<file path="src/rtl/div_pkg.sv">
// div_pkg: shared state type, default width and counter sizing for the iterative divider.
package div_pkg;

  typedef enum logic [1:0] {
    IDLE = 2'd0,
    CALC = 2'd1,
    DONE = 2'd2
  } div_state_t;

  localparam int DIV_DEFAULT_WIDTH = 32;

  function automatic int div_cnt_w(input int width);
    return $clog2(width + 1);
  endfunction

endpackage

</file>
<file path="src/rtl/div_lzc.sv">
// div_lzc: leading-zero counter; an all-zero input reports WIDTH.
module div_lzc import div_pkg::*; #(
  parameter int WIDTH = DIV_DEFAULT_WIDTH
) (
  input  logic [WIDTH-1:0]             val_i,
  output logic [div_cnt_w(WIDTH)-1:0]  lz_o
);

  localparam int CW = div_cnt_w(WIDTH);

  logic found;

  always_comb begin
    lz_o  = '0;
    found = 1'b0;
    for (int i = WIDTH - 1; i >= 0; i--) begin
      if (val_i[i]) begin
        found = 1'b1;
      end else if (!found) begin
        lz_o = lz_o + CW'(1);
      end
    end
  end

endmodule

</file>
<file path="src/rtl/div_iter.sv">
// div_iter: iterative restoring divider, one quotient bit per cycle, signed/unsigned.
// Optional leading-zero early termination is built when DIV_EARLY_OUT_EN is defined.
module div_iter import div_pkg::*; #(
  parameter int WIDTH = DIV_DEFAULT_WIDTH
) (
  input  logic             clk,
  input  logic             rst_n,
  input  logic             flush,
  input  logic             in_valid,
  output logic             in_ready,
  input  logic             sign,
  input  logic [WIDTH-1:0] a,
  input  logic [WIDTH-1:0] b,
  output logic             out_valid,
  input  logic             out_ready,
  output logic [WIDTH-1:0] quotient,
  output logic [WIDTH-1:0] remainder,
  output logic             div_by_zero,
  output logic             busy,
  output div_state_t       dbg_state_o
);

  localparam int CW = div_cnt_w(WIDTH);

  // Handshakes: a transfer happens on a rising edge where valid and ready are both high;
  // in_ready is high only in IDLE, out_valid holds until out_ready, flush drops both sides.
  div_state_t       state_q;
  logic [WIDTH-1:0] rem_q, dvd_q, babs_q, quo_q, rmd_q;
  logic [CW-1:0]    cnt_q;
  logic             a_neg_q, b_neg_q, dbz_q, out_valid_q, dbz_out_q;

  logic             a_neg_w, b_neg_w;
  logic [WIDTH-1:0] a_abs, b_abs, dvd_init;
  logic [CW-1:0]    cnt_init;

  assign a_neg_w = sign & a[WIDTH-1];
  assign b_neg_w = sign & b[WIDTH-1];
  assign a_abs   = a_neg_w ? -a : a;
  assign b_abs   = b_neg_w ? -b : b;

`ifdef DIV_EARLY_OUT_EN
  logic [CW-1:0] lz;

  div_lzc #(.WIDTH(WIDTH)) u_lzc (
    .val_i (a_abs),
    .lz_o  (lz)
  );

  // A zero dividend still spends one iteration so its latency matches the shortest case.
  assign dvd_init = a_abs << lz;
  assign cnt_init = (a_abs == '0) ? CW'(1) : CW'(WIDTH) - lz;
`else
  assign dvd_init = a_abs;
  assign cnt_init = CW'(WIDTH);
`endif

  logic [WIDTH:0]   shifted, diff;
  logic             q_bit;
  logic [WIDTH-1:0] rem_d, dvd_d, q_fix, r_fix;

  // The dividend register doubles as the quotient shift register.
  assign shifted = {rem_q, dvd_q[WIDTH-1]};
  assign diff    = shifted - {1'b0, babs_q};
  assign q_bit   = ~diff[WIDTH];
  assign rem_d   = q_bit ? diff[WIDTH-1:0] : shifted[WIDTH-1:0];
  assign dvd_d   = {dvd_q[WIDTH-2:0], q_bit};
  assign q_fix   = (a_neg_q ^ b_neg_q) ? -dvd_d : dvd_d;
  assign r_fix   = a_neg_q ? -rem_d : rem_d;

  always_ff @(posedge clk or negedge rst_n) begin
    if (!rst_n) begin
      state_q     <= IDLE;
      rem_q       <= '0;
      dvd_q       <= '0;
      babs_q      <= '0;
      cnt_q       <= '0;
      a_neg_q     <= 1'b0;
      b_neg_q     <= 1'b0;
      dbz_q       <= 1'b0;
      quo_q       <= '0;
      rmd_q       <= '0;
      dbz_out_q   <= 1'b0;
      out_valid_q <= 1'b0;
    end else if (flush) begin
      state_q     <= IDLE;
      out_valid_q <= 1'b0;
    end else begin
      case (state_q)
        IDLE: begin
          if (in_valid) begin
            a_neg_q <= a_neg_w;
            b_neg_q <= b_neg_w;
            babs_q  <= b_abs;
            rem_q   <= '0;
            state_q <= CALC;
            if (b == '0) begin
              dbz_q <= 1'b1;
              dvd_q <= a;
              cnt_q <= CW'(1);
            end else begin
              dbz_q <= 1'b0;
              dvd_q <= dvd_init;
              cnt_q <= cnt_init;
            end
          end
        end
        CALC: begin
          if (dbz_q) begin
            quo_q       <= '1;
            rmd_q       <= dvd_q;
            dbz_out_q   <= 1'b1;
            out_valid_q <= 1'b1;
            state_q     <= DONE;
          end else begin
            rem_q <= rem_d;
            dvd_q <= dvd_d;
            cnt_q <= cnt_q - CW'(1);
            if (cnt_q == CW'(1)) begin
              quo_q       <= q_fix;
              rmd_q       <= r_fix;
              dbz_out_q   <= 1'b0;
              out_valid_q <= 1'b1;
              state_q     <= DONE;
            end
          end
        end
        DONE: begin
          if (out_ready) begin
            out_valid_q <= 1'b0;
            state_q     <= IDLE;
          end
        end
        default: state_q <= IDLE;
      endcase
    end
  end

  assign in_ready    = (state_q == IDLE);
  assign busy        = (state_q != IDLE);
  assign out_valid   = out_valid_q;
  assign quotient    = quo_q;
  assign remainder   = rmd_q;
  assign div_by_zero = dbz_out_q;
  assign dbg_state_o = state_q;

endmodule

</file>
<file path="config.mk">
export PLATFORM = sky130hd
export DESIGN_NAME = div_iter
export DESIGN_NICKNAME = d
export VERILOG_FILES = /design/src/rtl/div_pkg.sv /design/src/rtl/div_lzc.sv /design/src/rtl/div_iter.sv
export SDC_FILE = /design/constraint.sdc
export NUM_CORES = 1
export LEC_CHECK = 0
export CAP_MARGIN = 20
export CORE_ASPECT_RATIO = 0.75
export CORE_MARGIN = 3
export CORE_UTILIZATION = 58
export DETAILED_ROUTE_END_ITERATION = 8
export HOLD_SLACK_MARGIN = 0.03
export PLACE_DENSITY = 0.82
export SYNTH_ARGS = -nofsm -noshare
export SYNTH_HDL_FRONTEND = slang
export SYNTH_SLANG_ARGS = --single-unit
</file>
<file path="constraint.sdc">
create_clock -name clk -period 6.6 [get_ports clk]
set_input_delay 1.32 -clock clk [delete_from_list [all_inputs] [get_ports clk]]
set_output_delay 1.32 -clock clk [all_outputs]
set_load 0.05 [all_outputs]
</file>
==> flow_metrics.env <==
export IMPL_synth_fa_ha_area_share_pct=4.02
export IMPL_crit_path_end_kind="register"
export IMPL_grt_pass1_vias=10700
export IMPL_synthXorXnorAreaFrac_pct=10.3
export IMPL_clockRootBuffer="clkbuf_16"
export IMPL_status="complete, no violations"
export IMPL_arrival_ns=5.81
export IMPL_dpl_hpwl_um=28200
export IMPL_drt_iter0_drc=1243
export IMPL_cp_required_ns=6.91
export IMPL_ys_flop_type="dfrtp_1"
export IMPL_synth_top_cell_by_area="dfrtp_1"
export IMPL_pin_count=140
export IMPL_antenna_cells=0
export IMPL_rows=45
export IMPL_cts_sinks=173
export IMPL_die_y_um=132
export IMPL_dieArea_sq_mm=0.0230
export IMPL_slew_headroom_pct=30.4
export IMPL_setup_viol=0
export IMPL_setup_worst_path_class="reg -> reg"
export IMPL_place_port_buffers=139
export IMPL_min_period_over_period_pct=83.2
export IMPL_post_cts_buffers=0
export IMPL_wire_per_inst_um=19.8
export IMPL_ys_top_cells_by_count="o21ai_0 (179), dfrtp_1 (173), nand2_1 (169)"
export IMPL_tns_ns=0
export IMPL_ant_nets=0
export IMPL_cts_resized_gates=0
export IMPL_initial_core_util_pct=59.9
export IMPL_max_cap_violations=0
export IMPL_yosysWarningCount=0
export IMPL_clkLatencyLatePin_ns=0.45
export IMPL_fin_crit_ns=5.49
export IMPL_ir_drop_uv=273
export IMPL_fmaxAchievable_ghz=0.182
export IMPL_synth_compound_area_share_pct=25.9
export IMPL_power_density_mw_per_mm2=404
export IMPL_cellLeakagePower_nw=5.93
export IMPL_final_nets=1707
export IMPL_synth_simple_area_share_pct=17.8
export IMPL_cts_tree="done"
export IMPL_synth_top_area_share_pct=35.2
export IMPL_holdCritPathClass="reg -> reg"
export IMPL_grt_antenna_before_repair=0
export IMPL_synth_area_sq_mm=0.0123
export IMPL_synthArstFlopShare_pct=100
export IMPL_grt_pass1_wl_um=59200
export IMPL_wirelength_um=37500
export IMPL_vias=11900
export IMPL_tightest_slew_ns=1.04
export IMPL_finalHoldViolations=0
export IMPL_route_detailed_drc=0
export IMPL_cts_hold_buf=0
export IMPL_die_width_um=174
export IMPL_rsz0062_at_grt="false"
export IMPL_grt_usage_pct=32.0
export IMPL_whs_ns=0.484
export IMPL_netlist_instances=1508
export IMPL_ys_seq_area_share_pct=35.2
export IMPL_clk_pin_slew_ns=0.07
export IMPL_final_max_slew_viol_count=0
export IMPL_synth_edff_count=0
export IMPL_critPathMaxFanout=23
export IMPL_layout_drive_gt1_share_pct=5.22
export IMPL_synth_cell_types=82
export IMPL_synth_most_common_cell="o21ai_0"
export IMPL_synthTopCellsByArea="dfrtp_1 (35%), o21ai_0 (7.3%), xor2_1 (6.0%)"
export IMPL_startpoint_type="register"
export IMPL_ys_ff_latch=173
export IMPL_placeableCoreArea_sq_mm=0.0206
export IMPL_vias_per_cell=6.31
export IMPL_finClkSkew_ns=0.00666
export IMPL_cts_htree_levels=4
export IMPL_syn_area_per_cell_sq_um=8.17
export IMPL_synth_top_family_by_area="compound AO/OA/AOI/OAI gates"
export IMPL_syn_num_nets=1617
export IMPL_grt_ovfl_total=0
export IMPL_grt_max_degree=89
export IMPL_syn2layout_area_growth_pct=17.2
export IMPL_cts_buffers=17
export IMPL_clock_path_buffers=2
export IMPL_gp_congestion=0.970
export IMPL_first_pass_iters=5
export IMPL_synthMuxAreaShare_pct=1.99
==> sequential cells by signal, summed over array words and instances, names as in the netlist <==
register	count
a_neg_q	1
b_neg_q	1
babs_q	32
cnt_q	6
dbg_state_o	2
dbz_q	1
div_by_zero	1
dvd_q	32
out_valid	1
quotient	32
rem_q	32
remainder	32
==> kinds of logic (layout without fill, tap and decap cells) <==
| kind of cell | after synthesis | in the layout |
|---|---|---|
| flip-flops | 173 | 173 |
| AO/OA/AOI/OAI | 513 | 513 |
| AND/OR/NAND/NOR | 467 | 467 |
| multiplexers | 24 | 24 |
| buffers and inverters | 147 | 249 |
| XOR/XNOR | 145 | 145 |
| adder cells (fa/ha/maj) | 39 | 39 |
==> final timing paths <==
| kind | endpoint | from | slack [ns] | cells past startpoint |
|---|---|---|---|---|
| max | remainder[24]$_DFFE_PN0P_ | dvd_q[31]$_DFFE_PN0P_ | 1.11 | 22 |
| min in group asynchronous | dvd_q[25]$_DFFE_PN0P_ | rst_n | 0.92 | 1 |
| max in group asynchronous | cnt_q[3]$_DFFE_PN0P_ | rst_n | 4.49 | 2 |
| min reg2reg | babs_q[16]$_DFFE_PN0P_ | babs_q[16]$_DFFE_PN0P_ | 0.48 | 2 |
| max reg2reg | remainder[24]$_DFFE_PN0P_ | dvd_q[31]$_DFFE_PN0P_ | 1.11 | 22 |
| min | babs_q[16]$_DFFE_PN0P_ | babs_q[16]$_DFFE_PN0P_ | 0.48 | 2 |
==> area by class of cell <==
class,instances,area [sq um]
tap,282,353
clock inverter,12,113
clock buffer,19,443
fill,1669,6110
sequential,173,4330
inverter,63,236
timing repair buffer,155,1540
multi-input combinational,1188,7430
==> per-layer routing <==
metal / track usage, % / vias up / part of all wire [%]
met5: 0 / - / 0
li1: - / 5582 / -
met2: 46.1 / 606 / 43
met1: 47.8 / 5699 / 45
met3: 9.15 / 57 / 11
met4: 7.10 / 0 / 1.6
==> per-stage QoR <==
| stage | cell area, sq um | power [mW] | std cells | utilization [%] | worst slack (ns) |
|---|---|---|---|---|---|
| after floorplan | 12300 | 3.93 | 1508 | - | 1.47 |
| after global placement | 13800 | 4.71 | 1858 | 67.3 | 1.11 |
| after detailed placement | 13900 | 4.76 | 1859 | 67.4 | 1.02 |
| after CTS | 14400 | 5.77 | 1890 | 70.1 | 1.18 |
| after global routing | 14400 | 6.21 | 1892 | 70.3 | 0.821 |
| final | 14400 | 5.84 | 1892 | 70.3 | 1.11 |
==> placed cells by master (no fill, tap or decap), drive strengths merged, types with 7 or more instances in the layout <==
master and n:
o21ai 202, dfrtp 173, nand2 169, nor2 141, clkdlybuf4s50 138, a21oi 137
xor2 85, inv 67, xnor2 60, ha 38, o31ai 35, a22oi 32
nor3 29, or3 25, mux2i 20, clkbuf 19, buf 17, or4 16
a211oi 15, o41ai 15, nor4 12, nand3 11, a31oi 10, nand4 10
o211ai 10, a21o 9, nand2b 9, o21a 7
==> where the power goes <==
group | total [mW] | switching, mW | leakage [nW] | internal, mW
sequential | 1.52 | 0.268 | 2.16 | 1.25
combinational | 3.33 | 2.11 | 3.51 | 1.22
clock | 0.990 | 0.459 | 0.270 | 0.531
==> critical path: stages, from the launching register on <==
cell and delay (ns):
dfrtp_1 0.45, inv_1 0.13, ha_1 0.20, inv_1 0.07
fa_1 0.43, a211oi_4 0.29, o31ai_4 0.16, o211ai_2 0.24
a21o_1 0.21, a21oi_4 0.11, nor2_4 0.14, inv_1 0.11
buf_4 0.24, a21oi_1 0.24, ha_1 0.24, nand2_1 0.10
or4_1 0.46, a211oi_1 0.38, a41o_1 0.18, nand3_1 0.29
o31ai_1 0.42, xnor2_1 0.16, o21ai_0 0.11
No activity file was read; power rests on OpenSTA's default activity.
